`src/rtl/simple_bus_pkg.sv`:
```
// Shared types for the simple-system bus initiator: request/response records,
// FSM state encoding and the statistics counter width.
package simple_bus_pkg;

  typedef struct packed {
    logic        we;
    logic [3:0]  be;
    logic [31:0] addr;
    logic [31:0] wdata;
  } bus_req_t;

  typedef struct packed {
    logic [31:0] rdata;
    logic        err;
    logic        timeout;
  } bus_rsp_t;

  typedef enum logic [1:0] {
    IDLE,
    REQ,
    WAIT,
    RSP
  } init_state_e;

  localparam int STAT_W = 16;

endpackage

```
`src/rtl/sat_counter.sv`:
```
// Up-counter that sticks at all-ones; synchronous clear, async active-low reset.
module sat_counter #(
  parameter int WIDTH = 16
) (
  input  logic             clk_i,
  input  logic             rst_ni,
  input  logic             inc_i,
  input  logic             clr_i,
  output logic [WIDTH-1:0] count_o
);

  always_ff @(posedge clk_i or negedge rst_ni) begin
    if (!rst_ni) begin
      count_o <= '0;
    end else if (clr_i) begin
      count_o <= '0;
    end else if (inc_i && (count_o != {WIDTH{1'b1}})) begin
      count_o <= count_o + WIDTH'(1);
    end
  end

endmodule

```
`src/rtl/simple_bus_initiator.sv`:
```
// Single-outstanding bus initiator: command in, one-cycle request, bounded wait, response out.
// Optional event counters are built when SIMPLE_BUS_INITIATOR_STATS_EN is defined.
//
//   state | meaning
//   IDLE  | ready for a command
//   REQ   | req_o asserted for one cycle with the captured fields
//   WAIT  | counting cycles until rvalid_i or timeout
//   RSP   | response presented until rsp_ready_i
module simple_bus_initiator
  import simple_bus_pkg::*;
#(
  parameter int TIMEOUT_CYCLES = 16,
  parameter bit ADDR_ALIGN     = 1'b1
) (
  input  logic        clk_i,
  input  logic        rst_ni,
  input  logic        cmd_valid_i,
  output logic        cmd_ready_o,
  input  logic        cmd_we_i,
  input  logic [3:0]  cmd_be_i,
  input  logic [31:0] cmd_addr_i,
  input  logic [31:0] cmd_wdata_i,
  output logic        rsp_valid_o,
  input  logic        rsp_ready_i,
  output logic [31:0] rsp_rdata_o,
  output logic        rsp_err_o,
  output logic        rsp_timeout_o,
  output logic        req_o,
  output logic        we_o,
  output logic [3:0]  be_o,
  output logic [31:0] addr_o,
  output logic [31:0] wdata_o,
  input  logic        rvalid_i,
  input  logic [31:0] rdata_i,
  input  logic        err_i,
  output logic        busy_o
`ifdef SIMPLE_BUS_INITIATOR_STATS_EN
  ,
  output logic [STAT_W-1:0] stat_txn_o,
  output logic [STAT_W-1:0] stat_err_o,
  output logic [STAT_W-1:0] stat_timeout_o,
  output logic [STAT_W-1:0] stat_stray_o
`endif
);

  localparam logic [7:0] TIMEOUT_TC = 8'(TIMEOUT_CYCLES);

  init_state_e r_state;
  bus_req_t    r_req;
  bus_rsp_t    r_rsp;
  logic [7:0]  r_cnt;

  logic        w_req;
  logic        w_rsp;
  logic [31:0] w_addr;

  assign w_addr = ADDR_ALIGN ? {cmd_addr_i[31:2], 2'b00} : cmd_addr_i;

  always_ff @(posedge clk_i or negedge rst_ni) begin
    if (!rst_ni) begin
      r_state <= IDLE;
      r_req   <= '0;
      r_rsp   <= '0;
      r_cnt   <= '0;
    end else begin
      case (r_state)
        IDLE: begin
          if (cmd_valid_i) begin
            r_req   <= '{we: cmd_we_i, be: cmd_be_i, addr: w_addr, wdata: cmd_wdata_i};
            r_state <= REQ;
          end
        end
        REQ: begin
          r_cnt   <= 8'd1;
          r_state <= WAIT;
        end
        WAIT: begin
          // A response arriving in the terminal cycle still wins over the timeout.
          if (rvalid_i) begin
            r_rsp   <= '{rdata: (r_req.we ? 32'd0 : rdata_i), err: err_i, timeout: 1'b0};
            r_state <= RSP;
          end else if (r_cnt == TIMEOUT_TC) begin
            r_rsp   <= '{rdata: 32'd0, err: 1'b1, timeout: 1'b1};
            r_state <= RSP;
          end else begin
            r_cnt <= r_cnt + 8'd1;
          end
        end
        RSP: begin
          if (rsp_ready_i) r_state <= IDLE;
        end
        default: r_state <= IDLE;
      endcase
    end
  end

  assign w_req = (r_state == REQ);
  assign w_rsp = (r_state == RSP);

  assign cmd_ready_o   = (r_state == IDLE);
  assign busy_o        = (r_state != IDLE);
  assign req_o         = w_req;
  assign we_o          = w_req & r_req.we;
  assign be_o          = w_req ? r_req.be    : 4'd0;
  assign addr_o        = w_req ? r_req.addr  : 32'd0;
  assign wdata_o       = w_req ? r_req.wdata : 32'd0;
  assign rsp_valid_o   = w_rsp;
  assign rsp_rdata_o   = w_rsp ? r_rsp.rdata : 32'd0;
  assign rsp_err_o     = w_rsp & r_rsp.err;
  assign rsp_timeout_o = w_rsp & r_rsp.timeout;

`ifdef SIMPLE_BUS_INITIATOR_STATS_EN
  logic w_hs;
  logic w_stray;

  assign w_hs    = w_rsp & rsp_ready_i;
  assign w_stray = rvalid_i & (r_state != WAIT);

  sat_counter #(.WIDTH(STAT_W)) u_stat_txn (
    .clk_i(clk_i), .rst_ni(rst_ni), .inc_i(w_hs), .clr_i(1'b0), .count_o(stat_txn_o)
  );
  sat_counter #(.WIDTH(STAT_W)) u_stat_err (
    .clk_i(clk_i), .rst_ni(rst_ni), .inc_i(w_hs & r_rsp.err), .clr_i(1'b0), .count_o(stat_err_o)
  );
  sat_counter #(.WIDTH(STAT_W)) u_stat_timeout (
    .clk_i(clk_i), .rst_ni(rst_ni), .inc_i(w_hs & r_rsp.timeout), .clr_i(1'b0),
    .count_o(stat_timeout_o)
  );
  sat_counter #(.WIDTH(STAT_W)) u_stat_stray (
    .clk_i(clk_i), .rst_ni(rst_ni), .inc_i(w_stray), .clr_i(1'b0), .count_o(stat_stray_o)
  );
`endif

endmodule

```
`config.mk`:
```
export PLATFORM = sky130hd
export DESIGN_NAME = simple_bus_initiator
export DESIGN_NICKNAME = d
export VERILOG_FILES = /design/src/rtl/simple_bus_pkg.sv /design/src/rtl/sat_counter.sv /design/src/rtl/simple_bus_initiator.sv
export SDC_FILE = /design/constraint.sdc
export NUM_CORES = 1
export LEC_CHECK = 0
export BUFFER_PORTS_ARGS = -buffer_cell sky130_fd_sc_hd__buf_2
export CORE_ASPECT_RATIO = 1.5
export CORE_MARGIN = 5
export CORE_UTILIZATION = 40
export DETAILED_ROUTE_END_ITERATION = 8
export GPL_ROUTABILITY_DRIVEN = 0
export PLACE_DENSITY = 0.7
export SYNTH_ARGS = -nofsm -noshare
export SYNTH_HDL_FRONTEND = slang
export SYNTH_HIERARCHICAL = 1
export SYNTH_SLANG_ARGS = --single-unit
```
`constraint.sdc`:
```
create_clock -name clk_i -period 1.74 [get_ports clk_i]
set_input_delay 0.087 -clock clk_i [delete_from_list [all_inputs] [get_ports clk_i]]
set_output_delay 0.087 -clock clk_i [all_outputs]
set_load 0.01 [all_outputs]
```
==> results of run 1 <==
-- cells in the mapped netlist (2+ instances only) --
library cell / n
sky130_fd_sc_hd__a211o_1: 2
sky130_fd_sc_hd__a21oi_1: 4
sky130_fd_sc_hd__a221o_1: 32
sky130_fd_sc_hd__and2_1: 101
sky130_fd_sc_hd__buf_2: 5
sky130_fd_sc_hd__buf_4: 2
sky130_fd_sc_hd__buf_6: 3
sky130_fd_sc_hd__clkbuf_1: 32
sky130_fd_sc_hd__dfrtp_1: 111
sky130_fd_sc_hd__ha_1: 7
sky130_fd_sc_hd__inv_1: 10
sky130_fd_sc_hd__mux2_2: 67
sky130_fd_sc_hd__nand2_1: 7
sky130_fd_sc_hd__nand2b_1: 2
sky130_fd_sc_hd__nand3_1: 6
sky130_fd_sc_hd__nand4b_1: 2
sky130_fd_sc_hd__nor2_1: 3
sky130_fd_sc_hd__nor2b_1: 4
sky130_fd_sc_hd__o211a_1: 32
sky130_fd_sc_hd__o211ai_1: 3
sky130_fd_sc_hd__o221ai_1: 3
sky130_fd_sc_hd__o22ai_1: 3
-- timing repair --
action	4_1_cts	5_1_grt
hold buffers	100	0
pin swaps	0	4
setup endpoints to repair	62	72
setup buffers	0	3
endpoints found under the hold margin	210	0
gates cloned	0	2
gates resized for setup	8	10
-- report_power, final --
part           internal, mW  switching [mW]
logic                  3.34            2.88
clock network          1.03           0.960
registers              3.76           0.651
-- cells by family (layout without fill, tap and decap cells) --
family          count (synthesis)  after routing  synth area share (%)
compound gates                 88             88                 14.82
other cells                     1              2               0.06759
buf+inv                        53            372                 4.240
flops                         111            111                 50.07
simple gates                  138            138                 15.45
mux                            68             68                 13.78
fa+ha+maj                       7              7                 1.579
-- layout make-up --
class | instances | area, µm²
clock buffer | 10 | 239.0
clock inverter | 6 | 50.05
fill | 1022 | 5174
inverter | 11 | 41.29
multi-input combinational | 303 | 2595
sequential | 111 | 2778
tap | 162 | 202.7
timing repair buffer | 345 | 2454
-- registers in the layout, indices dropped and copies added (netlist names) --
signal and cells:
r_cnt 8, r_rsp 34, r_state 2, r_req 67
-- how the worst max path moves through the flow --
stage                     from         to  slack (ps)
detailed placement  r_state[0]   r_rsp[2]        -340
global placement    r_state[0]  r_rsp[11]        -240
floorplan             r_cnt[0]  r_rsp[10]        -140
finish                r_cnt[0]  r_rsp[12]        -210
global route          r_cnt[0]  r_rsp[15]        -250
CTS                   r_cnt[1]  r_rsp[12]        -180
-- critical path, stage by stage (launching register included) --
cell	delay [ps]
sky130_fd_sc_hd__dfrtp_1	400
sky130_fd_sc_hd__inv_2	90
sky130_fd_sc_hd__ha_4	130
sky130_fd_sc_hd__or4b_4	530
sky130_fd_sc_hd__buf_12	190
sky130_fd_sc_hd__o211a_1	230
sky130_fd_sc_hd__a221o_1	270
-- per-layer routing --
metal / track usage [%] / part of all wire (%)
met1: 23.23 / 40
met2: 33.42 / 50
met3: 4.754 / 7.2
met4: 7.840 / 2.6
met5: 0 / 0
==> insert_results.sql, run 1 <==
INSERT INTO impl_metrics (metric_group, metric, value, unit) VALUES
('sta', 'setup_violations_final', '32', ''),
('min_path', 'worstHoldStart', 'err_i', ''),
('synthesis', 'syn-instance-count', '466', ''),
('synthesis', 'synth-warning-count', '6', ''),
('synthesis', 'most_instantiated_flip_flop_cell_in_the_synthesis_netlist', 'sky130_fd_sc_hd__dfrtp_1', ''),
('synthesis', 'synth_cell_types', '47', ''),
('critical_path', 'cp.required', '1970', 'ps'),
('global_route', 'antenna_found_initial', '0', ''),
('critical_path', 'worst_r2r_startpoint', 'r_cnt[0]', ''),
('sta', 'setup-tns-final', '-5810', 'ps'),
('sta', 'setup_ws_post_layout', '-208.8', 'ps'),
('floorplan', 'floorplan.core_area', '13530', 'µm²'),
('critical_path', 'crit_path_max_fanout', '16', ''),
('outcome', 'run_status', 'finished, violations left', ''),
('routing', 'post_drt_antenna_nets', '0', ''),
('placed_design', 'worst_setup_slack_after_placement', '-338.6', 'ps'),
('clock_network', 'worstSkewPairLatency', '340', 'ps'),
('min_path', 'timing.hold.worst_endpoint', 'r_rsp[1]', ''),
('cells_and_area', 'count_of_placed_standard_cells_in_the_final_layout_fillers_left_out', '948', ''),
('cells_and_area', 'antenna_cells', '0', ''),
('routing', 'finalWirelength', '16.26', 'mm'),
('critical_path', 'timing.critical_path.arrival', '2180', 'ps'),
('outcome', 'failing_checks', 'negative setup slack', ''),
('cells_and_area', 'num-nets-final', '895', ''),
('power_and_ir_drop', 'overall_power', '12.61', 'mW'),
('floorplan', 'chipWidth', '106.2', 'µm'),
('global_route', 'first_pass_grt_wire_length', '26.12', 'mm'),
('routing', 'wl_per_cell', '17.16', 'µm'),
('cells_and_area', 'postLayoutCoreUtil', '61.77', '%'),
('cells_and_area', 'layout_common_cells', 'sky130_fd_sc_hd__buf_2, sky130_fd_sc_hd__dfrtp_1, sky130_fd_sc_hd__and2_1', ''),
('sta', 'drv_slew', '0', ''),
('synthesis', 'synth.largest_area_cell', 'sky130_fd_sc_hd__dfrtp_1', ''),
('cells_and_area', 'mostFrequentLayoutCell', 'sky130_fd_sc_hd__buf_2', ''),
('synthesis', 'synth_largest_type_area_fraction', '50.07', '%'),
('clock_network', 'tritoncts.num_buffers', '9', ''),
('sta', 'max_freq', '0.5131', 'GHz'),
('critical_path', 'reg2reg_depth', '6', ''),
('critical_path', 'rrSetupSlack', '-210', 'ps'),
('synthesis', 'synth-seq-cells', '111', ''),
('cells_and_area', 'area_growth_syn_to_layout', '50.68', '%'),
('clock_network', 'cts_max_level', '3', ''),
('global_route', 'grt.overflow.total', '0', ''),
('job', 'max-cap-violations', '0', ''),
('cells_and_area', 'post_route_cells_drive_above_1_share', '43.51', '%'),
('critical_path', 'crit_type', 'reg -> reg', ''),
('routing', 'routed_via_density', '5.170', ''),
('placed_design', 'postPlaceCellArea', '6937', 'µm²'),
('sta', 'max-slew-margin-rel', '48.60', '%'),
('synthesis', 'synth-edff-count', '0', ''),
('power_and_ir_drop', 'power_per_cell_area', '1509', 'nW/µm²'),
('routing', 'detail_route.drc_violations', '0', ''),
('cells_and_area', 'design_area', '8359', 'µm²'),
('power_and_ir_drop', 'power.ir.vdd_worst', '0.8203', 'mV'),
('routing', 'detailedRoute.firstPassIterationCount', '9', ''),
('min_path', 'whs_path_depth', '3', ''),
('critical_path', 'crit-reg2reg-capture', 'r_rsp[12]', ''),
('routing', 'number_of_drc_markers_in_iteration_0', '199', ''),
('synthesis', 'sequential_share_of_the_synthesized_area', '50.07', '%'),
('global_route', 'global_route.usage.total', '19.45', '%'),
('floorplan', 'design.die.area', '16370', 'µm²'),
('synthesis', 'synth.top_cells.by_area', 'sky130_fd_sc_hd__dfrtp_1, sky130_fd_sc_hd__mux2_2, sky130_fd_sc_hd__and2_1', ''),
('clock_network', 'clock_transition_at_the_register_clock_pins_on_the_worst_setup_and_hold_paths_after_cts', '70', 'ps'),
('floorplan', 'initial_utilization', '40.99', '%'),
('floorplan', 'die_height', '154.2', 'µm'),
('placed_design', 'port_buffers', '209', ''),
('floorplan', 'rows', '52', ''),
('placed_design', 'dp_hpwl', '10.54', 'mm'),
('clock_network', 'clock_sinks', '111', ''),
('synthesis', 'asyncSetResetFlopFracSynth', '100.0', '%'),
('floorplan', 'ioPinCount', '214', ''),
('synthesis', 'synthesis.area', '5548', 'µm²');
(Power assumes the default switching activity.)
==> run 2, diff against run 1 <==
--- a/config.mk
+++ b/config.mk
@@ -11,7 +11,7 @@
 export CORE_UTILIZATION = 40
 export DETAILED_ROUTE_END_ITERATION = 8
 export GPL_ROUTABILITY_DRIVEN = 0
-export PLACE_DENSITY = 0.7
+export PLACE_DENSITY = 0.71
 export SYNTH_ARGS = -nofsm -noshare
 export SYNTH_HDL_FRONTEND = slang
 export SYNTH_HIERARCHICAL = 1
==> run 2 against run 1 <==
The flow still finishes with violations (negative setup slack); clock skew decreased by 0.59 ps; count of clock-buffer cells in the layout unchanged; die area unchanged; sequential power increased by 3%; first-iteration DRC count increased by 21%; maximum frequency decreased by 0.41%; critical path type unchanged; highest routed layer unchanged.
==> insert_results.sql, run 2 (same netlist as run 1, synthesis figures left out) <==
INSERT INTO impl_metrics (metric_group, metric, value, unit) VALUES
('clock_network', 'max-clock-path-buffers', '2', ''),
('global_route', 'use_met2', '34.18', '%'),
('routing', 'num_vias', '5138', ''),
('critical_path', 'timing.critical_path.arrival', '2180', 'ps'),
('critical_path', 'crit_type', 'reg -> reg', ''),
('routing', 'wl_per_cell', '19.57', 'µm'),
('sta', 'timing_worst_slew_pin_value', '782.4', 'ps'),
('job', 'max-cap-violations', '0', ''),
('cells_and_area', 'layout_common_cells', 'sky130_fd_sc_hd__buf_2, sky130_fd_sc_hd__dfrtp_1, sky130_fd_sc_hd__dlygate4sd3_1', ''),
('global_route', 'grt_pass1_vias', '5162', ''),
('cells_and_area', 'mostFrequentLayoutCell', 'sky130_fd_sc_hd__buf_2', ''),
('cells_and_area', 'num-nets-final', '908', ''),
('placed_design', 'port_buffers', '209', ''),
('sta', 'setup-tns-final', '-6650', 'ps'),
('cells_and_area', 'antenna_cells', '0', ''),
('outcome', 'run_status', 'finished, violations left', ''),
('critical_path', 'crit_path_cell_trace', 'inv_2, ha_4, or4b_4, clkbuf_16, o211a_1, a221o_1', ''),
('sta', 'setup_violations_final', '50', ''),
('critical_path', 'reg2reg_depth', '6', ''),
('critical_path', 'crit_path_max_fanout', '8', ''),
('global_route', 'met1_use_gr', '23.59', '%'),
('floorplan', 'rows', '52', ''),
('sta', 'fin_worst_skew', '6.614', 'ps'),
('routing', 'detailedRoute.firstPassIterationCount', '6', ''),
('sta', 'setup_ws_post_layout', '-216.8', 'ps'),
('power_and_ir_drop', 'power_per_cell_area', '1610', 'nW/µm²'),
('routing', 'routed_via_density', '5.347', ''),
('global_route', 'global_route.usage.total', '19.16', '%'),
('sta', 'max_freq', '0.5110', 'GHz'),
('global_route', 'first_pass_grt_wire_length', '26.00', 'mm'),
('power_and_ir_drop', 'leakagePower', '4.370', 'nW'),
('floorplan', 'floorplan.core_area', '13530', 'µm²'),
('min_path', 'whs_path_depth', '3', ''),
('clock_network', 'cts_max_level', '3', ''),
('clock_network', 'tritoncts', 'yes', ''),
('global_route', 'grt.overflow.total', '0', ''),
('power_and_ir_drop', 'overall_power', '14.46', 'mW'),
('placed_design', 'worst_setup_slack_after_placement', '-391.0', 'ps'),
('floorplan', 'chipWidth', '106.2', 'µm'),
('cells_and_area', 'n_fill_cell', '935', ''),
('critical_path', 'timing.critical_path.from_type', 'flip-flop', ''),
('critical_path', 'max_stage_delay', '540', 'ps'),
('cells_and_area', 'post_route_cells_drive_above_1_share', '50.44', '%'),
('global_route', 'antenna_found_initial', '0', ''),
('outcome', 'failing_checks', 'negative setup slack', ''),
('critical_path', 'cp.required', '1960', 'ps'),
('sta', 'max-slew-margin-rel', '47.71', '%'),
('critical_path', 'crit-reg2reg-capture', 'r_rsp[23]', ''),
('critical_path', 'cpMaxStageDelayCell', 'sky130_fd_sc_hd__or4b_4', ''),
('clock_network', 'clock_transition_at_the_register_clock_pins_on_the_worst_setup_and_hold_paths_after_cts', '70', 'ps'),
('routing', 'finalWirelength', '18.80', 'mm'),
('clock_network', 'root_buffer', 'sky130_fd_sc_hd__clkbuf_16', ''),
('placed_design', 'dp_hpwl', '10.20', 'mm'),
('min_path', 'worstHoldStart', 'err_i', ''),
('floorplan', 'initial_utilization', '40.99', '%'),
('critical_path', 'rrSetupSlack', '-220', 'ps'),
('cells_and_area', 'layout_top_registers', 'r_req: 67 flops, r_rsp: 34 flops, r_cnt: 8 flops', ''),
('clock_network', 'tritoncts.num_buffers', '9', ''),
('floorplan', 'design.die.area', '16370', 'µm²'),
('global_route', 'gr-max-usage-layer', 'met2', ''),
('global_route', 'grt_use_met3', '4.254', '%'),
('power_and_ir_drop', 'power.ir.vdd_worst', '0.7809', 'mV'),
('sta', 'rsz0062_at_grt', 'true', ''),
('global_route', 'grt_max_degree', '61', ''),
('routing', 'detail_route.drc_violations', '0', ''),
('min_path', 'worstHoldPathType', 'in -> reg', ''),
('cells_and_area', 'reg_with_most_ffs', 'r_req', ''),
('sta', 'post_route_minimum_period', '1957', 'ps'),
('floorplan', 'die_height', '154.2', 'µm'),
('clock_network', 'clock_sinks', '111', ''),
('sta', 'drv_slew', '0', ''),
('cells_and_area', 'area_growth_syn_to_layout', '61.86', '%'),
('critical_path', 'critPathLaunch', 'r_cnt[1]', ''),
('sta', 'finalHoldViolCount', '0', ''),
('critical_path', 'crit_path_end_kind', 'flip-flop', ''),
('critical_path', 'worst_setup_path_endpoint', 'r_rsp[23]', ''),
('clock_network', 'worstSkewPairLatency', '340', 'ps'),
('routing', 'post_drt_antenna_nets', '0', ''),
('cells_and_area', 'largest_reg_flops', '67', ''),
('sta', 'final.period_utilization', '112.5', '%'),
('floorplan', 'ioPinCount', '214', ''),
('routing', 'number_of_drc_markers_in_iteration_0', '241', ''),
('critical_path', 'worst_r2r_startpoint', 'r_cnt[1]', '');
==> run 2: cell count changes in the layout (fill, tap and decap cells not counted), sizes merged <==
| cell | previous run | this run |
|---|---|---|
| buf | 244 | 251 |
| inv | 14 | 11 |
| clkinvlp | 1 | 2 |
| clkbuf | 11 | 17 |
| clkinv | 2 | 4 |
==> run 2: per-stage QoR <==
step,cell area [µm²],hold slack (ps),utilization [%],std cells
3_5_place_dp,6909,24.26,51.05,825
3_3_place_gp,6909,23.98,51.05,825
5_1_grt,8980,59.62,66.36,961
4_1_cts,8260,10.17,61.04,943
2_1_floorplan,5560,-208.6,-,467
6_report,8980,25.47,66.36,961
==> run 2: final cells by class <==
class | count | area, µm² | area share [%]
Tap cell | 162 | 202.7 | 2.257
Multi-Input combinational cell | 303 | 2723 | 30.32
Timing Repair Buffer | 358 | 2955 | 32.91
Clock buffer | 10 | 229.0 | 2.550
Sequential cell | 111 | 2778 | 30.93
Clock inverter | 6 | 46.29 | 0.5155
Inverter | 11 | 46.29 | 0.5155
==> run 2: power breakdown <==
| part | switching (mW) | leakage, nW | total (mW) | internal, mW |
|---|---|---|---|---|
| clock network | 0.932 | 0.129 | 1.91 | 0.980 |
| logic | 3.40 | 2.96 | 8.02 | 4.63 |
| registers | 0.763 | 1.28 | 4.53 | 3.76 |
| total | 5.09 | 4.37 | 14.5 | 9.37 |
==> run 2: metal layers <==
metal / up-vias / share of wire (%)
li1: 2342 / -
met1: 2545 / 39
met2: 229 / 53
met3: 22 / 6.5
met4: 0 / 1.7
met5: - / 0
==> run 2: timing repair <==
item | 4_1_cts | 5_1_grt
endpoints found under the setup margin | 96 | 113
gates resized for setup | 12 | 114
endpoints found under the hold margin | 123 | 0
hold buffers | 100 | 0
cloned | 1 | 11
buffers inserted | 1 | 7
pin swaps | 1 | 61
==> run 2: worst min path at each step <==
stage,endpoint
2_1_floorplan,r_cnt[0]
3_3_place_gp,r_req[58]
3_5_place_dp,r_req[58]
4_1_cts,r_rsp[1]
5_1_grt,r_rsp[1]
6_report,r_rsp[1]
==> run 2: critical path, delay by kind of cell, from the launching register on <==
kind | cells | cell delay, ps
and+or+nand+nor | 1 | 540
AOI/OAI and AO/OA | 2 | 460
DFF | 1 | 400
buffers and inverters | 2 | 300
adders and majority gates | 1 | 130
